**src/rtl/alarm_controller.sv**
```systemverilog
// Keypad/alarm control FSM for a digital alarm clock: sequences digit entry,
// time/alarm loads, alarm display and entry timeout.
module alarm_controller #(
   parameter int TIMEOUT_SEC = 10,
   parameter int DIGITS      = 4
) (
   input  logic       clk,
   input  logic       reset,
   input  logic       one_second,
   input  logic       key_valid,
   input  logic       alarm_button,
   input  logic       time_button,
   output logic       shift,
   output logic       show_new_time,
   output logic       show_alarm,
   output logic       load_new_alarm,
   output logic       load_new_time,
   output logic       reset_count,
   output logic [2:0] digit_count
);

   localparam int              TW           = $clog2(TIMEOUT_SEC + 1);
   localparam logic [TW-1:0]   TIMEOUT_LAST = TW'(TIMEOUT_SEC - 1);
   localparam logic [2:0]      DIGITS_MAX   = 3'(DIGITS);

   typedef enum logic [2:0] {
      SHOW_TIME,
      KEY_STORED,
      KEY_WAIT,
      KEY_ENTRY,
      SHOW_ALARM,
      SET_ALARM_TIME,
      SET_CURRENT_TIME
   } state_t;

   state_t        state;
   state_t        state_next;
   logic [TW-1:0] timeout_count;
   logic          timeout;
   logic          entry_full;

   assign entry_full = (digit_count == DIGITS_MAX);

   // The timeout fires on the pulse that would take the counter to TIMEOUT_SEC.
   always_comb begin
      timeout = 1'b0;
      if ((state == KEY_WAIT || state == KEY_ENTRY) && one_second &&
          timeout_count == TIMEOUT_LAST)
         timeout = 1'b1;
   end

   always_comb begin
      state_next = state;
      case (state)
         SHOW_TIME: begin
            if (alarm_button)   state_next = SHOW_ALARM;
            else if (key_valid) state_next = KEY_STORED;
         end
         SHOW_ALARM: begin
            if (!alarm_button) state_next = SHOW_TIME;
         end
         KEY_STORED: state_next = KEY_WAIT;
         KEY_WAIT: begin
            if (timeout)         state_next = SHOW_TIME;
            else if (!key_valid) state_next = KEY_ENTRY;
         end
         KEY_ENTRY: begin
            if (timeout)           state_next = SHOW_TIME;
            else if (alarm_button) state_next = entry_full ? SET_ALARM_TIME : SHOW_TIME;
            else if (time_button)  state_next = entry_full ? SET_CURRENT_TIME : SHOW_TIME;
            else if (key_valid)    state_next = KEY_STORED;
         end
         SET_ALARM_TIME:   state_next = SHOW_TIME;
         SET_CURRENT_TIME: state_next = SHOW_TIME;
         default:          state_next = SHOW_TIME;
      endcase
   end

   // Outputs are registered from the next state so they line up exactly with
   // the state register and never see the inputs combinationally.
   always_ff @(posedge clk or posedge reset) begin
      if (reset) begin
         state          <= SHOW_TIME;
         timeout_count  <= '0;
         digit_count    <= '0;
         shift          <= 1'b0;
         show_new_time  <= 1'b0;
         show_alarm     <= 1'b0;
         load_new_alarm <= 1'b0;
         load_new_time  <= 1'b0;
         reset_count    <= 1'b0;
      end else begin
         state          <= state_next;
         shift          <= (state_next == KEY_STORED);
         show_new_time  <= (state_next == KEY_STORED) || (state_next == KEY_WAIT) ||
                           (state_next == KEY_ENTRY);
         show_alarm     <= (state_next == SHOW_ALARM);
         load_new_alarm <= (state_next == SET_ALARM_TIME);
         load_new_time  <= (state_next == SET_CURRENT_TIME);
         reset_count    <= (state_next == SET_CURRENT_TIME);

         if ((state == KEY_WAIT || state == KEY_ENTRY) && one_second && !timeout)
            timeout_count <= timeout_count + 1'b1;
         else if (state != KEY_WAIT && state != KEY_ENTRY)
            timeout_count <= '0;

         if (state == KEY_STORED && digit_count < DIGITS_MAX)
            digit_count <= digit_count + 3'd1;
         else if (state == SHOW_TIME || state == SHOW_ALARM)
            digit_count <= '0;
      end
   end

endmodule
```
**config.mk**
```make
export PLATFORM = sky130hd
export DESIGN_NAME = alarm_controller
export DESIGN_NICKNAME = d
export VERILOG_FILES = /design/src/rtl/alarm_controller.sv
export SDC_FILE = /design/constraint.sdc
export NUM_CORES = 1
export LEC_CHECK = 0
export ABC_AREA = 1
export BUFFER_PORTS_ARGS = -buffer_cell sky130_fd_sc_hd__buf_2
export CAP_MARGIN = 20
export CORE_UTILIZATION = 52
export DETAILED_ROUTE_END_ITERATION = 12
export GPL_TIMING_DRIVEN = 0
export PLACE_DENSITY = 0.82
export SLEW_MARGIN = 10
export SYNTH_ARGS = -nofsm -noshare
export SYNTH_HDL_FRONTEND = slang
export SYNTH_SLANG_ARGS = --single-unit
```
**constraint.sdc**
```tcl
create_clock -name clk -period 1.8 [get_ports clk]
set_input_delay 0.54 -clock clk [delete_from_list [all_inputs] [get_ports clk]]
set_output_delay 0.54 -clock clk [all_outputs]
set_load 0.02 [all_outputs]
```
# Word-level counts from Yosys, hierarchy flattened
# Cells that the tools add are included.
# word_totals
regBits	15
inputBits	6
output_inout_bits	9
wordCells	54
# classes
addsub	2
n_lt_le_gt_ge	1
n_eq_ne	14
n_mux	16
n_reduce_logical	13
# op_table
operator	count
2-to-1 mux 3 bit	12
== test 3 bit (second input constant)	5
one-hot mux 3 bit (5 select lines)	1
== test 3 x 2 -> 1 bit (second input constant)	4
2-to-1 mux 4 bit	2
== test 3 x 1 -> 1 bit (second input constant)	2
!= test 3 x 2 -> 1 bit (second input constant)	2
logical AND 1 bit	5
adder 4 x 1 -> 4 bit (second input constant)	1
== test 4 bit (second input constant)	1
logical OR 1 bit	4
nonzero test 2 bit	2
adder 3 x 1 -> 3 bit (second input constant)	1
logical NOT 3 bit	1
less-than comparator 3 bit (second input constant)	1
logical NOT 1 bit	1
2-to-1 mux 1 bit	1

# Depth between registers and ports, before layout
# logic_depth
ltp_word	10
ltp_mapped	10
mapped_depth_nobuf	10

# Least setup slack after synthesis
# Ideal clock, no wire load.
# synth_timing
path_type	flip-flop to flip-flop
start	register digit_count[0]
end	register shift
setup_time_ps	123
arrival_time_ps	1249
required_ps	1677
setup_slack_ps	429
stages_incl_launch_ff	10
path_buffers	0
synth_period_minus_slack_ps	1371
cell_sequence	dfrtp_1 > inv_1 > ha_1 > a21oi_1 > nor2_1 > nand2_1 > o21ai_2 > inv_1 > nor2_1 > nor2_1
# synth_between
elab_chain_len	7
elab_cells_between_ends	8
classes_between	eq/ne (2); mux (6)
# synth_rtl
element	line_no	source
start, declared	19	output logic [2:0] digit_count
start signal, assigned	108	digit_count <= digit_count + 3'd1;
== test 3 bit *	42	assign entry_full = (digit_count == DIGITS_MAX);
2-to-1 mux 3 bit (2 in a row)	70	else if (time_button) state_next = entry_full ? SET_CURRENT_TIME : SHOW_TIME;
2-to-1 mux 3 bit *	69	else if (alarm_button) state_next = entry_full ? SET_ALARM_TIME : SHOW_TIME;
2-to-1 mux 3 bit *	68	if (timeout) state_next = SHOW_TIME;
one-hot mux 3 bit (5 select lines) *	54	case (state)
via state_next[2]	37	state_t state_next;
== test 3 x 1 -> 1 bit *	94	shift <= (state_next == KEY_STORED);
end signal, assigned	94	
end, declared	13	output logic shift,
# The timed path passes the listed nets; every way through them passes the cells marked *.
# A chain may end at the register's enable or synchronous reset.

# Worst setup path after layout
# layout_timing
start	register timeout_count[1]
end	register shift
# layout_between
elab_chain_len	6
elab_cells_between_ends	7
classes_between	eq/ne (2); mux (4); reduce/logical (1)
# layout_rtl
element	line_no	source
start, declared	38	logic [TW-1:0] timeout_count;
start signal, assigned	103	timeout_count <= timeout_count + 1'b1;
== test 4 bit *	48	timeout_count == TIMEOUT_LAST)
logical AND 1 bit *	47	if ((state == KEY_WAIT || state == KEY_ENTRY) && one_second &&
2-to-1 mux 1 bit *	47	
2-to-1 mux 3 bit, on equally long branches	68, 64	
one-hot mux 3 bit (5 select lines) *	54	
via state_next[0]	37	
== test 3 x 1 -> 1 bit *	94	
# Marked as above.

==> results.ini <==
[run_status]
status=finished clean

[place]
dpl-instance-area_um2=885
dp.cells=133
gp_congestion=0.919
io_buffers=14
dpl.hpwl_um=1100

[cts]
path_clk_slew_ns=0.09
ctsHoldBuffers=0
htreeDepth=1
clockBufferDepth=2
post_cts_resized=0
cts_inserted_buffers=3
clock-sinks=15
cts_tree=yes
post_cts_buffers=0
clockRootBuffer=clkbuf_4
clk_latency_ns=0.28

[cells_and_area]
final_area_um2=912
multi_input_area_um2=349
fillerInstances=124
drive_above_1_share_pct=16.4
seqCellArea_um2=375
syn2layout_area_growth_pct=14.6
final_nets=133
stdcell_count=137
post-route-util_pct=66.8
diodes=0

[synth]
synth_seq_cells=15
synth_fa_ha_area_share_pct=6.29
synth_top_area_share_pct=47.2
yosysWarnings=0
syn_avg_cell_area_um2=7.65
synthMuxAreaShare_pct=0
synthCells=104
synth_top_cell_by_area=dfrtp_1
netlist_top_cells_area=dfrtp_1, nand2_1, nand3_1
synth_edf_count=0
syn-num-nets=114
synth_compound_area_share_pct=10.1
async_flop_share_pct=100
synth_xor_area_share_pct=1.10
synth-simple-area-share_pct=26.4
yosysSeqAreaShare_pct=47.2
synth_most_common_cell=nand2_1
synth_top_family_by_area=simple AND/OR/NAND/NOR gates
yosys_most_used_dff=dfrtp_1
synth_area_um2=796
synth_cell_types=14
synth_common_cells=nand2_1, inv_1, dfrtp_1, nor2_1, nand3_1

[worst_setup_path]
crit_family=simple AND/OR/NAND/NOR gates
crit_arrival_ns=1.65
worstPathMaxFanout=3
crit_buf_inv=1
crit_path_start_kind=register
cp_cell_sequence=inv_1 -> ha_1 -> nand2_1 -> nor2_1 -> nand2_1 -> nand3_1 -> nand3_1 -> nand2_1 -> nor2_1
path_class=reg -> reg
cp-end-kind=register
crit_slowest_cell=dfrtp_1
worstPathRequired_ns=1.97
path_common_cell=nand2_1
slowest_delay_ns=0.40

[sta]
finalSetupTns_ns=0
rsz0062_at_grt=false
period_minus_slack_ns=1.47
worst_slew_pin_slew_ns=0.558
skew_ns=0.00211
drv_slew=0
post-route-period-util_pct=81.9
max_freq_ghz=0.678
slew_headroom_pct=62.8
finalSetupViolations=0
final-hold-violation-count=0

[global_route]
overflow=0
antenna_found_initial=0
grt_max_degree=16
grt.total_usage_pct=20.8
grt_pass1_vias=575
grt_pass1_wl_um=2240

[power]
power_frac_clock_pct=15.7
combPwrFrac_pct=42.9
p_leak_nw=0.507
switching_share_pct=43.6
power.internal_mw=0.673
pwr-share-seq_pct=41.4
switching_power_mw=0.520
irDropWorstVdd_mv=0.834
power_mw=1.19
power_density_mw_per_mm2=1310

[min_path]
hp-class=in -> async

[job]
maxCapViolations=0

[detailed_routing]
dr.pass1.iters=4
vias=679
drtAntennaViolNets=0
wl_um=1430
wl_per_cell_um=10.4
drc=0
drt_iter0_drc=16
vias_per_cell=4.96

[die]
core-area_mm2=0.00137
die_h_um=41.1
initial_core_util_pct=58.2
num_rows=13
ios=15
dieArea_mm2=0.00169
die_w_um=41.1

layer usage:
| layer | vias up | track usage (%) | wire (um) |
|---|---|---|---|
| met5 | - | 0 | 0 |
| met4 | 0 | 12.1 | 29 |
| met3 | 4 | 4.89 | 48 |
| met2 | 15 | 31.6 | 601 |
| met1 | 294 | 26.6 | 746 |
| li1 | 366 | - | - |
kinds of logic after synthesis:
logic type                 after synthesis
xor gates and xnor gates                 1
adders and majority gates                4
and+or+nand+nor                         51
DFF                                     15
buffers and inverters                   18
AOI/OAI and AO/OA                       15
layout by cell type, fill, tap and decap left out, drive strengths merged:
master / netlist / final
clkbuf: 0 / 3
inv: 17 / 17
o21ai: 10 / 10
xnor2: 1 / 1
nand3: 14 / 14
nor3: 1 / 1
o22ai: 1 / 1
clkinv: 0 / 1
nor2: 15 / 15
a21oi: 4 / 4
buf: 1 / 15
nand2: 21 / 21
ha: 4 / 4
dfrtp: 15 / 15
worst reg2reg max path, stage by stage (launching register included):
cell     delay [ns]
dfrtp_1        0.40
inv_1          0.08
ha_1           0.13
nand2_1        0.07
nor2_1         0.12
nand2_1        0.11
nand3_1        0.11
nand3_1        0.15
nand2_1        0.14
nor2_1         0.05
path summary, 6_finish.rpt:
check / to / start / slack, ns / depth (start not counted)
setup / recovery: shift / timeout_count[1] / 0.33 / 9
hold / removal: show_alarm / reset / 0.29 / 2
setup reg to reg: shift / timeout_count[1] / 0.33 / 9
hold reg to reg: digit_count[0] / digit_count[0] / 0.55 / 1
max in group asynchronous: digit_count[0] / reset / 1.14 / 2
min in group clk: digit_count[0] / digit_count[0] / 0.55 / 1
metrics by stage:
stage | setup WS, ns | hold WS (ns)
global route | 0.224 | 0.350
floorplan | 0.429 | 0.441
CTS | 0.316 | 0.305
finish | 0.325 | 0.290
detailed placement | 0.211 | 0.541
global placement | 0.225 | 0.532
layout make-up:
| cell class | instances | area share (%) |
|---|---|---|
| flip-flops and latches | 15 | 41.2 |
| multi-input cells | 71 | 38.3 |
| repair buffers | 14 | 7.68 |
| inverters | 17 | 7.00 |
| clock buffers | 3 | 2.47 |
| well taps | 15 | 2.06 |
| plain buffers | 1 | 0.823 |
| clock inverters | 1 | 0.549 |
power groups by stage:
stage	logic [mW]	registers (mW)	clock network (mW)
finish	0.512	0.493	0.188
floorplan	0.315	0.554	0
global placement	0.498	0.497	0
global route	0.579	0.508	0.214
detailed placement	0.506	0.501	0
CTS	0.511	0.494	0.196
flip-flops by register name, indices dropped and copies added, names as in the netlist:
name,cells
state,3
shift,1
timeout_count,4
digit_count,3
show_alarm,1
load_new_alarm,1
reset_count,1
show_new_time,1
Power figures use the tool's default switching activity.
